`src/rtl/mest_pro_pkg.sv`:
```
// Shared types for the mest_pro core and its result buffer.
package mest_pro_pkg;

    localparam int unsigned RESULT_W = 8;

    typedef struct packed {
        logic                carry;
        logic                zero;
        logic [RESULT_W-1:0] result;
    } result_entry_t;

    typedef enum logic [1:0] {
        RUN   = 2'd0,
        FLUSH = 2'd1,
        DONE  = 2'd2
    } buf_state_t;

endpackage

```
`src/rtl/mest_pro_sync_fifo.sv`:
```
// Generic first-word-fall-through FIFO with a registered head entry.
// A write into an empty FIFO becomes visible one cycle later (no bypass).
module mest_pro_sync_fifo #(
    parameter int unsigned DATA_W = 10,
    parameter int unsigned DEPTH  = 16
) (
    input  logic                         clk,
    input  logic                         rst,
    input  logic                         clear,
    input  logic                         wr_en,
    input  logic [DATA_W-1:0]            wr_data,
    input  logic                         rd_en,
    output logic [DATA_W-1:0]            rd_data,
    output logic                         rd_valid,
    output logic [$clog2(DEPTH+1)-1:0]   count,
    output logic                         full_c
);

    localparam int unsigned PTR_W = (DEPTH > 1) ? $clog2(DEPTH) : 1;
    localparam int unsigned CNT_W = $clog2(DEPTH + 1);

    logic [DATA_W-1:0] mem [DEPTH];
    logic [PTR_W-1:0]  wr_ptr, rd_ptr, wr_ptr_n, rd_ptr_n;
    logic [CNT_W-1:0]  count_n;
    logic [DATA_W-1:0] head_n;
    logic              rd_ok, wr_ok;

    assign full_c = (count == CNT_W'(DEPTH));
    assign rd_ok  = rd_en && rd_valid && !clear;
    assign wr_ok  = wr_en && (!full_c || rd_ok) && !clear;

    // Next pointers, occupancy and head entry after this cycle's update
    always_comb begin
        wr_ptr_n = wr_ptr;
        rd_ptr_n = rd_ptr;
        count_n  = count;
        head_n   = '0;
        if (clear) begin
            wr_ptr_n = '0;
            rd_ptr_n = '0;
            count_n  = '0;
        end else begin
            if (wr_ok) wr_ptr_n = PTR_W'(wr_ptr + PTR_W'(1));
            if (rd_ok) rd_ptr_n = PTR_W'(rd_ptr + PTR_W'(1));
            case ({wr_ok, rd_ok})
                2'b10:   count_n = CNT_W'(count + CNT_W'(1));
                2'b01:   count_n = CNT_W'(count - CNT_W'(1));
                default: count_n = count;
            endcase
            if (count_n != '0) begin
                head_n = (wr_ok && (wr_ptr == rd_ptr_n)) ? wr_data : mem[rd_ptr_n];
            end
        end
    end

    always_ff @(posedge clk) begin
        if (wr_ok) mem[wr_ptr] <= wr_data;
    end

    always_ff @(posedge clk or posedge rst) begin
        if (rst) begin
            wr_ptr   <= '0;
            rd_ptr   <= '0;
            count    <= '0;
            rd_valid <= 1'b0;
            rd_data  <= '0;
        end else begin
            wr_ptr   <= wr_ptr_n;
            rd_ptr   <= rd_ptr_n;
            count    <= count_n;
            rd_valid <= (count_n != '0);
            rd_data  <= head_n;
        end
    end

endmodule

```
`src/rtl/mest_pro_result_buffer.sv`:
```
// Buffers mest_pro result beats for a ready/valid consumer and reports
// when the core has finished and every buffered result has been drained.
module mest_pro_result_buffer
    import mest_pro_pkg::*;
#(
    parameter int unsigned DATA_WIDTH = RESULT_W,
    parameter int unsigned DEPTH      = 16,
    parameter int unsigned CNT_WIDTH  = 16
) (
    input  logic                        clk,
    input  logic                        i_reset,
    input  logic [DATA_WIDTH-1:0]       i_result,
    input  logic                        i_valid_result,
    input  logic                        i_carry,
    input  logic                        i_zero_flag,
    input  logic                        i_all_done,
    input  logic                        i_clear,
    output logic [DATA_WIDTH+1:0]       o_rd_data,
    output logic                        o_rd_valid,
    input  logic                        i_rd_ready,
    output logic [$clog2(DEPTH+1)-1:0]  o_count,
    output logic [CNT_WIDTH-1:0]        o_total,
    output logic                        o_overflow,
    output logic                        o_late_write,
    output logic                        o_drained
);

    localparam int unsigned ENTRY_W = DATA_WIDTH + 2;
    localparam int unsigned CNT_W   = $clog2(DEPTH + 1);

    buf_state_t          state, state_n;
    result_entry_t       wr_entry;
    logic [ENTRY_W-1:0]  wr_word;
    logic                full_c, rd_fire_c, wr_fire_c, run_c, empty_after_c;

    assign wr_entry.carry  = i_carry;
    assign wr_entry.zero   = i_zero_flag;
    assign wr_entry.result = RESULT_W'(i_result);
    assign wr_word         = ENTRY_W'(wr_entry);

    assign run_c         = (state == RUN);
    assign rd_fire_c     = o_rd_valid && i_rd_ready && !i_clear;
    assign wr_fire_c     = i_valid_result && run_c && (!full_c || rd_fire_c) && !i_clear;
    // Only used in FLUSH, where writes are refused
    assign empty_after_c = (o_count == '0) || ((o_count == CNT_W'(1)) && rd_fire_c);

    mest_pro_sync_fifo #(
        .DATA_W (ENTRY_W),
        .DEPTH  (DEPTH)
    ) u_fifo (
        .clk      (clk),
        .rst      (i_reset),
        .clear    (i_clear),
        .wr_en    (wr_fire_c),
        .wr_data  (wr_word),
        .rd_en    (rd_fire_c),
        .rd_data  (o_rd_data),
        .rd_valid (o_rd_valid),
        .count    (o_count),
        .full_c   (full_c)
    );

    always_ff @(posedge clk or posedge i_reset) begin
        if (i_reset) state <= RUN;
        else         state <= state_n;
    end

    // Clear wins over all-done; all-done is ignored once the run has ended
    always_comb begin
        state_n = state;
        if (i_clear) begin
            state_n = RUN;
        end else begin
            case (state)
                RUN:     if (i_all_done)    state_n = FLUSH;
                FLUSH:   if (empty_after_c) state_n = DONE;
                DONE:    state_n = DONE;
                default: state_n = RUN;
            endcase
        end
    end

    always_ff @(posedge clk or posedge i_reset) begin
        if (i_reset) begin
            o_total      <= '0;
            o_overflow   <= 1'b0;
            o_late_write <= 1'b0;
            o_drained    <= 1'b0;
        end else if (i_clear) begin
            o_total      <= '0;
            o_overflow   <= 1'b0;
            o_late_write <= 1'b0;
            o_drained    <= 1'b0;
        end else begin
            if (wr_fire_c && (o_total != '1)) o_total <= CNT_WIDTH'(o_total + CNT_WIDTH'(1));
            if (i_valid_result && run_c && full_c && !rd_fire_c) o_overflow <= 1'b1;
            if (i_valid_result && !run_c) o_late_write <= 1'b1;
            o_drained <= (state == DONE);
        end
    end

endmodule

```
`config.mk`:
```
export PLATFORM = sky130hd
export DESIGN_NAME = mest_pro_result_buffer
export DESIGN_NICKNAME = d
export VERILOG_FILES = /design/src/rtl/mest_pro_pkg.sv /design/src/rtl/mest_pro_sync_fifo.sv /design/src/rtl/mest_pro_result_buffer.sv
export SDC_FILE = /design/constraint.sdc
export NUM_CORES = 1
export LEC_CHECK = 0
export ABC_CLOCK_PERIOD_IN_PS = 4900
export BUFFER_PORTS_ARGS = -buffer_cell sky130_fd_sc_hd__buf_4
export CAP_MARGIN = 15
export CORE_MARGIN = 1
export CORE_UTILIZATION = 45
export DETAILED_ROUTE_END_ITERATION = 7
export PLACE_DENSITY = 0.69
export SYNTH_ARGS = -nofsm -noshare
export SYNTH_HDL_FRONTEND = slang
export SYNTH_SLANG_ARGS = --single-unit
```
`constraint.sdc`:
```
create_clock -name clk -period 4.9 [get_ports clk]
set_input_delay 0.49 -clock clk [delete_from_list [all_inputs] [get_ports clk]]
set_output_delay 0.49 -clock clk [all_outputs]
set_load 0.03 [all_outputs]
```
==> flow_summary.json <==
{
  "run_status": "completed",
  "finalPower_mw": 4.12,
  "seq_area_frac_synth": 0.563,
  "synthMuxAreaShare": 0.0734,
  "final_min_period_over_clock_period": 0.718,
  "final_cell_area_mm2": 0.0118,
  "place_worst_setup_slack_ns": 1.27,
  "clock-root-buffer": "sky130_fd_sc_hd__clkbuf_16",
  "placed_cells": 1213,
  "synth.top_cell.area_share": 0.456,
  "detail_route.vias_per_cell": 6.00,
  "floorplan.io_pins": 51,
  "finalWorstSetupSlack_ns": 1.38,
  "register_clock_pin_slew_on_the_reported_worst_setup_and_hold_paths_ns": 0.06,
  "fin_setup_tns_ns": 0,
  "tritoncts": "built",
  "crit_family": "simple AND/OR/NAND/NOR gates",
  "cts_resized": 0,
  "largest_net_degree_at_the_start_of_global_routing": 83,
  "synth_edf_count": 160,
  "setup-violations-final": 0,
  "synth_area_per_cell_um2": 11.6,
  "yosysWarningCount": 0,
  "cpPeakStageDelay_ns": 0.54,
  "report.final.slew_viol_count": 0,
  "grt_antenna_before_repair": 0,
  "crit_path_top_delay_cell": "sky130_fd_sc_hd__or4_1",
  "synthesis.area_mm2": 0.0105,
  "detailed_place.area_mm2": 0.0111,
  "drt_pre_antenna_iters": 5,
  "cell_rows": 55,
  "synthMostInstantiatedCell": "sky130_fd_sc_hd__edfxtp_1",
  "crit_required_ns": 5.29,
  "skew_ns": 0.0230,
  "synthesis.instances": 906,
  "peak_ir_drop_on_the_vdd_network_mv": 0.213,
  "fmaxAchievable_ghz": 0.284,
  "maxCapViolCount": 0,
  "die-height_um": 155,
  "timing.setup.critical_path_class": "register to register",
  "drt_drc_violations_left": 0,
  "globalRouteOverflowTotal": 0,
  "num_vias": 7543,
  "synthSimpleGateAreaFrac": 0.128,
  "synth-seq-cells": 205,
  "initial_utilization": 0.463,
  "seq_area_mm2": 0.00594,
  "biggest_area_contributors_in_the_synthesized_netlist": "sky130_fd_sc_hd__edfxtp_1 (46%), sky130_fd_sc_hd__dfrtp_1 (11%), sky130_fd_sc_hd__mux2_2 (6.1%), sky130_fd_sc_hd__o22ai_1 (3.4%), sky130_fd_sc_hd__a21oi_1 (3.2%)",
  "first_pass_grt_wire_length_mm": 41.3,
  "power.leakage_nw": 4.13,
  "multi_input_comb_area_mm2": 0.00414,
  "critical_path_buf_inv_count": 2,
  "ant_nets": 0,
  "worst-slew-pin-transition_ns": 1.09,
  "buffer_levels_on_the_longest_clock_path": 3,
  "pwr_density_cell_mw_per_mm2": 349,
  "postCtsSetupRepairBufs": 0,
  "antenna-diode-count": 0,
  "whs_ns": 0.204,
  "final_core_util": 0.520,
  "cp_cell_sequence": "inv_1, ha_1, nand4bb_1, o21ai_1, inv_2, ha_1, nor2b_1, o21ai_0, o221ai_1, or4_1, and3_1, a32o_1",
  "synth_nets": 937,
  "fin_crit_ns": 3.52,
  "postCtsHoldBufs": 0,
  "crit_arrival_ns": 3.91,
  "critPathMaxFanout": 10,
  "synth_compound_gate_area_share": 0.155,
  "fillers": 1945,
  "crit_top_cell": "sky130_fd_sc_hd__ha_1",
  "final_hold_viol_count": 0,
  "synth_fa_ha_area_frac": 0.0178,
  "finalNetCount": 959,
  "htree_levels": 1,
  "total_wire_length_mm": 26.2,
  "worst_hold_path_type": "input port to asynchronous set/reset pin",
  "io_buffer_count": 50,
  "share_of_synthesized_registers_carrying_an_async_set_or_reset": 0.220,
  "netlist.top_cell.by_area": "sky130_fd_sc_hd__edfxtp_1",
  "final_cell_count_no_fill": 1258,
  "synth_flop_cell": "sky130_fd_sc_hd__edfxtp_1",
  "synth_common_cells": "sky130_fd_sc_hd__edfxtp_1 (160), sky130_fd_sc_hd__a21oi_1 (67), sky130_fd_sc_hd__nor2_1 (62), sky130_fd_sc_hd__o22ai_1 (58), sky130_fd_sc_hd__mux2_2 (57)",
  "initialDrtViolationCount": 709,
  "yosys.area_share.xor_xnor": 0.0179,
  "dpl.hpwl_mm": 15.6,
  "die_w_um": 155,
  "gr-usage-all-layers": 0.222,
  "wl_per_cell_um": 20.8,
  "tritoncts.num_buffers": 23,
  "netlist-cell-type-count": 66,
  "clkLatencyLatePin_ns": 0.53,
  "synthToLayoutAreaGrowth_pct": 12.3,
  "timing.critical_path.from_type": "register",
  "fp.dieArea_mm2": 0.0240,
  "grt_pass1_vias": 7358,
  "drive_gt1_frac": 0.190,
  "kind_of_end_point_of_the_critical_path": "register",
  "main_combinational_cell_family_by_area_after_synthesis": "compound AO/OA/AOI/OAI gates",
  "placeableCoreArea_mm2": 0.0228,
  "place.gp.congestion": 0.819,
  "slew_headroom": 0.271,
  "grt_setup_unrepaired": "false",
  "clock_sinks": 205
}
-- report_power, final --
group | internal [mW] | switching, mW
clock | 1.00 | 0.691
sequential | 1.92 | 0.0435
combinational | 0.172 | 0.294
total | 3.10 | 1.03
-- per-layer routing --
metal,part of all wire,GRT usage,vias up
met3,0.069,0.0304,29
met2,0.49,0.371,308
li1,-,-,3504
met1,0.43,0.305,3702
met5,0,0,-
met4,0.017,0.0575,0
-- cells in the final DEF (no fill, tap or decap), drive strengths merged, types with 10 or more instances in the layout --
master and instances:
edfxtp 160, a21oi 69, buf 66, nor2 63, o22ai 58, mux2 58
nor2b 45, dfrtp 45, nand2 44, inv 34, nor3 29, clkbuf 29
o21ai 28, a211oi 23, nor3b 22, a2111oi 20, a221oi 19, ha 15
nand3 13, xnor2 10, clkinv 10
-- state kept, by name, summed over array words and instances (netlist names), 2 cells and up --
signal and count:
u_fifo.rd_data 10, u_fifo.wr_ptr 4, state 2, u_fifo.mem 160, o_total 16, u_fifo.count 5
u_fifo.rd_ptr 4
-- cell type report --
cell class                      instances  area share
Tap cell                              313      0.0331
Clock inverter                         13      0.0107
Inverter                               33      0.0105
Timing Repair Buffer                   66      0.0422
Sequential cell                       205       0.502
Multi-Input combinational cell        599       0.350
Clock buffer                           29      0.0522
-- path summary, 6_finish.rpt --
kind | start | end | slack, ns | cells past startpoint
max | u_fifo.count[0] | u_fifo.rd_data[3] | 1.38 | 12
min | i_reset | o_total[7] | 0.20 | 2
max reg2reg | u_fifo.count[0] | u_fifo.rd_data[3] | 1.38 | 12
min reg2reg | o_late_write | o_late_write | 0.50 | 2
max in group asynchronous | i_reset | u_fifo.rd_ptr[1] | 3.98 | 2
min in group clk | i_valid_result | o_late_write | 0.23 | 3
-- cell families (layout without fill, tap and decap cells) --
group	Yosys count	count (layout)
AND/OR/NAND/NOR	254	254
buffers and inverters	102	141
multiplexers	65	65
AO/OA/AOI/OAI	245	245
flip-flops	205	205
XOR/XNOR	20	20
adder cells (fa/ha/maj)	15	15
(Power assumes the default switching activity.)
